===== src/rtl/uart_result_tx.sv =====
// Sends a 16-bit ALU result as NUM_BYTES 8N1 UART bytes, low byte first.
// Define UART_RESULT_TX_PARITY_EN to append an even-parity bit to every byte.
module uart_result_tx #(
  parameter int CLKS_PER_BIT = 434,
  parameter int NUM_BYTES    = 2
) (
  input  logic        clock,
  input  logic        reset,
  input  logic        ena,
  input  logic        start,
  input  logic [15:0] data,
  output logic        tx,
  output logic        busy,
  output logic        done
);

  localparam int BAUD_W = $clog2(CLKS_PER_BIT);
  localparam logic [BAUD_W-1:0] BAUD_LAST = BAUD_W'(CLKS_PER_BIT - 1);
  localparam logic LAST_BYTE = 1'(NUM_BYTES - 1);

  localparam logic [2:0] IDLE   = 3'd0;
  localparam logic [2:0] START  = 3'd1;
  localparam logic [2:0] DATA   = 3'd2;
`ifdef UART_RESULT_TX_PARITY_EN
  localparam logic [2:0] PARITY = 3'd3;
`endif
  localparam logic [2:0] STOP   = 3'd4;

  logic [2:0]        state_q, state_d;
  logic [BAUD_W-1:0] baud_q, baud_d;
  logic [2:0]        bit_q, bit_d;
  logic              byte_q, byte_d;
  logic [15:0]       shreg_q, shreg_d;
  logic              tx_q, tx_d;
  logic              busy_q, busy_d;
  logic              done_q, done_d;
  logic              baud_end;
`ifdef UART_RESULT_TX_PARITY_EN
  logic              par_q, par_d;
`endif

  assign baud_end = (baud_q == BAUD_LAST);

  always_comb begin
    state_d = state_q;
    baud_d  = baud_q;
    bit_d   = bit_q;
    byte_d  = byte_q;
    shreg_d = shreg_q;
    tx_d    = tx_q;
    busy_d  = busy_q;
    done_d  = 1'b0;
`ifdef UART_RESULT_TX_PARITY_EN
    par_d   = par_q;
`endif
    if (ena) begin
      if (state_q != IDLE) baud_d = baud_end ? '0 : baud_q + 1'b1;
      case (state_q)
        IDLE: begin
          if (start) begin
            state_d = START;
            shreg_d = data;
            byte_d  = 1'b0;
            bit_d   = 3'd0;
            baud_d  = '0;
            tx_d    = 1'b0;
            busy_d  = 1'b1;
          end
        end
        START: begin
          if (baud_end) begin
            state_d = DATA;
            bit_d   = 3'd0;
            tx_d    = shreg_q[0];
`ifdef UART_RESULT_TX_PARITY_EN
            par_d   = ^shreg_q[7:0];
`endif
          end
        end
        DATA: begin
          // Shifting once per data bit leaves the next byte in [7:0] after bit 7.
          if (baud_end) begin
            shreg_d = {1'b0, shreg_q[15:1]};
            if (bit_q == 3'd7) begin
`ifdef UART_RESULT_TX_PARITY_EN
              state_d = PARITY;
              tx_d    = par_q;
`else
              state_d = STOP;
              tx_d    = 1'b1;
`endif
            end else begin
              bit_d = bit_q + 1'b1;
              tx_d  = shreg_q[1];
            end
          end
        end
`ifdef UART_RESULT_TX_PARITY_EN
        PARITY: begin
          if (baud_end) begin
            state_d = STOP;
            tx_d    = 1'b1;
          end
        end
`endif
        STOP: begin
          if (baud_end) begin
            if (byte_q != LAST_BYTE) begin
              byte_d  = byte_q + 1'b1;
              state_d = START;
              tx_d    = 1'b0;
            end else begin
              state_d = IDLE;
              tx_d    = 1'b1;
              busy_d  = 1'b0;
              done_d  = 1'b1;
            end
          end
        end
        default: begin
          state_d = IDLE;
          baud_d  = '0;
          tx_d    = 1'b1;
          busy_d  = 1'b0;
        end
      endcase
    end
  end

  always_ff @(posedge clock or posedge reset) begin
    if (reset) begin
      state_q <= IDLE;
      baud_q  <= '0;
      bit_q   <= 3'd0;
      byte_q  <= 1'b0;
      tx_q    <= 1'b1;
      busy_q  <= 1'b0;
      done_q  <= 1'b0;
    end else begin
      state_q <= state_d;
      baud_q  <= baud_d;
      bit_q   <= bit_d;
      byte_q  <= byte_d;
      tx_q    <= tx_d;
      busy_q  <= busy_d;
      done_q  <= done_d;
    end
  end

  // Payload registers carry no reset; they are only read once a frame is accepted.
  always_ff @(posedge clock) begin
    shreg_q <= shreg_d;
`ifdef UART_RESULT_TX_PARITY_EN
    par_q   <= par_d;
`endif
  end

  assign tx   = tx_q;
  assign busy = busy_q;
  assign done = done_q;

endmodule


===== config.mk =====
export PLATFORM = sky130hd
export DESIGN_NAME = uart_result_tx
export DESIGN_NICKNAME = d
export VERILOG_FILES = /design/src/rtl/uart_result_tx.sv
export SDC_FILE = /design/constraint.sdc
export NUM_CORES = 1
export LEC_CHECK = 0
export CAP_MARGIN = 20
export CORE_ASPECT_RATIO = 0.7
export CORE_UTILIZATION = 25
export DETAILED_ROUTE_END_ITERATION = 10
export SYNTH_ARGS = -nofsm -noshare
export SYNTH_HDL_FRONTEND = slang
export SYNTH_SLANG_ARGS = --single-unit

===== constraint.sdc =====
create_clock -name clock -period 8 [get_ports clock]
set_input_delay 1.6 -clock clock [delete_from_list [all_inputs] [get_ports clock]]
set_output_delay 1.6 -clock clock [all_outputs]
set_load 0.01 [all_outputs]

Word level (Yosys, flattened, before mapping)

Cells that the tools add are included.

Mux-type cells: 36
Reduce and logical (&&, ||, !) cells: 13
$add $sub $neg: 3
Eq/ne operators: 12
Bitwise gates (word level): 1

Operators with widths:

| operator                                                               | number |
|---|---|
| 16-bit two-way mux                                                     | 2 |
| 16-bit one-hot mux with 2 select lines                                 | 1 |
| 3-bit two-way mux                                                      | 9 |
| 9-bit two-way mux                                                      | 3 |
| 9-bit one-hot mux with 2 select lines                                  | 1 |
| 1-bit two-way mux                                                      | 15 |
| 2-bit inequality test (second input constant)                          | 7 |
| 3-bit one-hot mux with 4 select lines                                  | 1 |
| 6-bit AND reduction                                                    | 2 |
| 5-bit AND reduction                                                    | 2 |
| 9-bit by 1-bit adder with 9-bit output (second input constant)         | 1 |
| 9-bit equality test (second input constant)                            | 1 |
| 3-bit one-hot mux with 3 select lines                                  | 1 |
| 4-bit AND reduction                                                    | 2 |
| 3-bit equality test (second input constant)                            | 2 |
| 3-bit nonzero test                                                     | 2 |
| 1-bit one-hot mux with 4 select lines                                  | 1 |
| 2-bit nonzero test                                                     | 2 |
| 3-bit by 1-bit adder with 3-bit output (second input constant)         | 1 |
| 3-bit by 1-bit equality test with 1-bit output (second input constant) | 1 |
| 3-bit by 2-bit equality test with 1-bit output (second input constant) | 1 |
| 3-bit logical NOT                                                      | 1 |
| 1-bit one-hot mux with 3 select lines                                  | 1 |
| 3-bit OR reduction                                                     | 1 |
| 4 further kinds                                                        | 4 |

Logic and storage cells: 73
Output and inout port bits: 3
Input port bits: 20
Flip-flop bits (word level): 35

Depth between registers and ports, before layout

Word-level depth: 5
Gate-level depth with buffers: 8
Gate-level depth less buffers: 7

Worst setup path after synthesis

Ideal clock, no wire load.

Kind: input port to flip-flop
Start point: in start
End point: reg shreg_q[0], enable pin
Path slack: 4.596 ns
Buffers on the path: 0
Library setup time: 0.414 ns
Cell stages on the path: 2
Arrival: 2.990 ns
Data required time: 7.586 ns
Path through: o21ai_1 -> a211oi_1

Word-level cells in the longest chain between the ends: 2

Ends and longest elaborated chain:

| what                            | line | RTL |
|---|---|---|
| start: declaration              | 10   | `input logic start,` |
| 2-bit inequality test (no line) | -    |  |
| 4-bit AND reduction (no line)   | -    |  |
| end signal: assignment          | 152  | `shreg_q <= shreg_d;` |
| end: declaration                | 33   | `logic [15:0] shreg_q, shreg_d;` |

No other way between the ends.
A chain may end at the register's enable or synchronous reset.

Final worst setup path

Start point: in ena
End point: reg shreg_q[0], enable pin

Word-level cells in the longest chain between the ends: 1

Ends and longest elaborated chain:

| what                          | line | RTL |
|---|---|---|
| start: declaration            | 9    | `input logic ena,` |
| 4-bit AND reduction (no line) | -    |  |

No other way between the ends.

==> results.md <==
- Avg Inst Size Synth: ~12 um2
- IO Count: 23
- Hold Path Class: register to register
- Top FF cell, synth: dfrtp_1
- Switching Fraction: a little under a third
- Clock-pin slew on the worst setup and hold paths: ~0.07 ns
- Initial Utilization: between 20% and 30%
- Final Max Slew Viols: 0
- Unrepaired setup endpoints after global routing: no
- Most frequent cells in the layout: 22 x clkdlybuf4s50_1, 18 x dfrtp_1, 16 x edfxtp_1, 15 x mux2_2, 13 x o21ai_0
- Number of CTS-inserted buffers: 5
- Post-layout util: a little under a third
- Resized cells post-CTS: 0
- Input/output buffers: 22
- Antenna diodes: 0
- Unique masters post-synth: 49
- Fraction of layout cells with a size suffix above 1: between 20% and 30%
- Setup slack after layout: 4.758 ns
- Max incr delay on CP: ~0.84 ns
- Peak VDD IR: 0.06664 mV
- Drt pass-1 iters: 4
- Fmax: about 310 MHz
- Slowest cell on crit path: clkdlybuf4s50_1
- Routed Antenna Nets: 0
- Via density: between 4 and 5
- # rows: 26
- Slew headroom: approximately half
- Post-synth EDFFs: 16
- Minimum clock period: roughly 3.2 ns
- Worst setup path category: primary input to register
- Setup slack at placement: between 4 and 5 ns
- Htree depth: 2
- Asr flop ratio synth: between 50% and 60%
- CTS tree: built
- Vias: 1297
- Lkg Pwr: around 0.87 nW
- Die ar.: 8042 um2
- Worst slew pin tran: ~0.73 ns
- Final TNS setup: 0 ns
- P per Cell Area: 208.9 nW/um2
- Gate power share: between 20% and 30%
- RD Place Congestion: 0.7608
- Setup slack, reg-to-reg: slightly below 6 ns
- Gr usage total: 10.85%
- Clock network fraction of design power: about a quarter
- Final Cell Area: about 2300 um2
- Core area: around 7400 um2
- Delay-heaviest family, CP: buffers and inverters
- Nets: approximately 210
- Mapped cell area: between 1500 and 2000 um2
- Crit path cell chain: clkdlybuf4s50_1 > o21ai_1 > a211oi_2 > buf_4
- Crit-path max FO: 16
- Post-Syn Instances: between 150 and 200
- Hpwl dp: about 2600 um
- Clock skew: 0.005925 ns
- Filler cells: between 700 and 800
- Power Internal: around 0.00033 W
- Crit path launch type: primary input
- Hold Vio Cnt, Final: 0
- Seq/Total Area, Yosys: between 40% and 50%
- Clock sinks: 35
- Total Wirelength: ~3800 um
- Commonest non-fill, non-tap cell in the layout: clkdlybuf4s50_1
- Crit path DAT: approximately 3.2 ns
- Initial antenna violation count: 0
- Max Root-Sink Buffers: 2
- Synth warnings: 0
- Area Growth Syn to Fin: 20.13%
- Sw power: around 0.00015 W
- Wirelength per Cell: between 10 and 15 um
- Max-Cap Viols: 0
- Critical Path End Type: register
- Initial DRC Count: 75
- Crit path required time: approximately 8 ns
- Setup bufs post-CTS: 0
- Buf/Inv on CP: 2
- Syn Nets: around 190
- Die width: between 100 and 150 um
- Placed cell areas: between 2000 and 2500 um2
- Status: finished clean
- CTS Hold Buffers Added: 0
- Root buf cell: clkbuf_8
- Final-report setup violation count: 0
- #FFs+latches synth: 35
- DRC: 0
- Clock Latency Late Sink: about 0.30 ns
- Period utilization: around 41%
- Grt ovf: 0
- Vias in the first global route: 1297
- Die height: between 70 and 80 um
- Global-route wire length before repair: roughly 6500 um
- Largest net degree at the start of global routing: 20
- Flop pwr share: 50.9%
==> metal layers <==
metal / GRT usage, % / up-vias / part of all wire [%]
li1: - / 653 / -
met1: 15.89 / 617 / 53
met2: 14.12 / 20 / 41
met3: 3.165 / 7 / 3.7
met4: 5.936 / 0 / 2.1
met5: 0 / - / 0
==> flip-flops by register name (all words and copies together), names as in the netlist <==
| name | flops |
|---|---|
| shreg_q | 16 |
| baud_q | 9 |
| bit_q | 3 |
| state_q | 3 |
| busy | 1 |
| byte_q | 1 |
| done | 1 |
| tx | 1 |
==> logic make-up (layout without fill, tap and decap cells) <==
group,count (synthesis),count (layout),synth area share [%]
xor gates and xnor gates,1,1,0.4561
AOI/OAI and AO/OA,45,45,18.18
DFF,35,35,49.84
and+or+nand+nor,45,45,14.92
muxes,16,16,9.316
buffers and inverters,18,40,4.690
adders and majority gates,4,4,2.606
==> through the flow <==
| stage | cells | power [W] | hold slack [ns] |
|---|---|---|---|
| after floorplan | 164 | 0.0003232 | 0.4569 |
| after global placement | 276 | 0.0003583 | 0.4745 |
| after detailed placement | 276 | 0.0003599 | 0.4860 |
| after CTS | 284 | 0.0004872 | 0.4962 |
| after global routing | 284 | 0.0005107 | 0.5359 |
| final | 284 | 0.0004819 | 0.4880 |
==> cells in the mapped netlist, types with 2 or more instances <==
| cell type | n | area [um2] |
|---|---|---|
| and3_1 | 2 | 12.51 |
| nor3b_2 | 3 | 37.54 |
| nor2b_1 | 2 | 12.51 |
| mux2_2 | 15 | 168.9 |
| buf_2 | 3 | 15.01 |
| nor2_1 | 9 | 33.78 |
| a21oi_1 | 4 | 20.02 |
| nand3_1 | 5 | 25.02 |
| clkbuf_1 | 4 | 15.01 |
| o21a_1 | 3 | 22.52 |
| nor3_1 | 3 | 15.01 |
| buf_6 | 2 | 22.52 |
| nor3_2 | 2 | 20.02 |
| o31ai_1 | 3 | 22.52 |
| nand2b_1 | 2 | 12.51 |
| ha_1 | 4 | 50.05 |
| and2_1 | 2 | 12.51 |
| o21ai_0 | 13 | 65.06 |
| and4_1 | 2 | 17.52 |
| o211ai_2 | 2 | 25.02 |
| o21ai_1 | 5 | 25.02 |
| nand2_1 | 5 | 18.77 |
| a21o_1 | 4 | 30.03 |
| edfxtp_1 | 16 | 480.5 |
| dfrtp_1 | 18 | 450.4 |
| inv_1 | 8 | 30.03 |
==> power groups by stage <==
stage | logic [W] | registers (W) | clock network [W]
finish | 0.000110 | 0.000245 | 0.000126
global route | 0.000125 | 0.000250 | 0.000136
CTS | 0.000112 | 0.000245 | 0.000130
detailed placement | 0.000111 | 0.000249 | 0
global placement | 0.000110 | 0.000248 | 0
floorplan | 0.0000836 | 0.000240 | 0
==> area by class of cell <==
type / instances / area [um2] / area share (%)
repair buffers: 24 / 235.2 / 10.20
well taps: 98 / 122.6 / 5.315
clock buffers: 5 / 68.82 / 2.983
multi-input cells: 111 / 878.3 / 38.07
clock inverters: 3 / 15.01 / 0.6508
inverters: 8 / 30.03 / 1.302
flip-flops and latches: 35 / 957.2 / 41.49
==> worst paths after layout <==
path,endpoint,depth (start not counted),from
setup reg to reg,baud_q[3],5,state_q[2]
hold reg to reg,bit_q[0],1,bit_q[0]
max in group asynchronous,bit_q[1],2,reset
min in group asynchronous,bit_q[0],2,reset
hold / removal,bit_q[0],1,bit_q[0]
setup / recovery,shreg_q[0],4,ena
(Power assumes the default switching activity.)
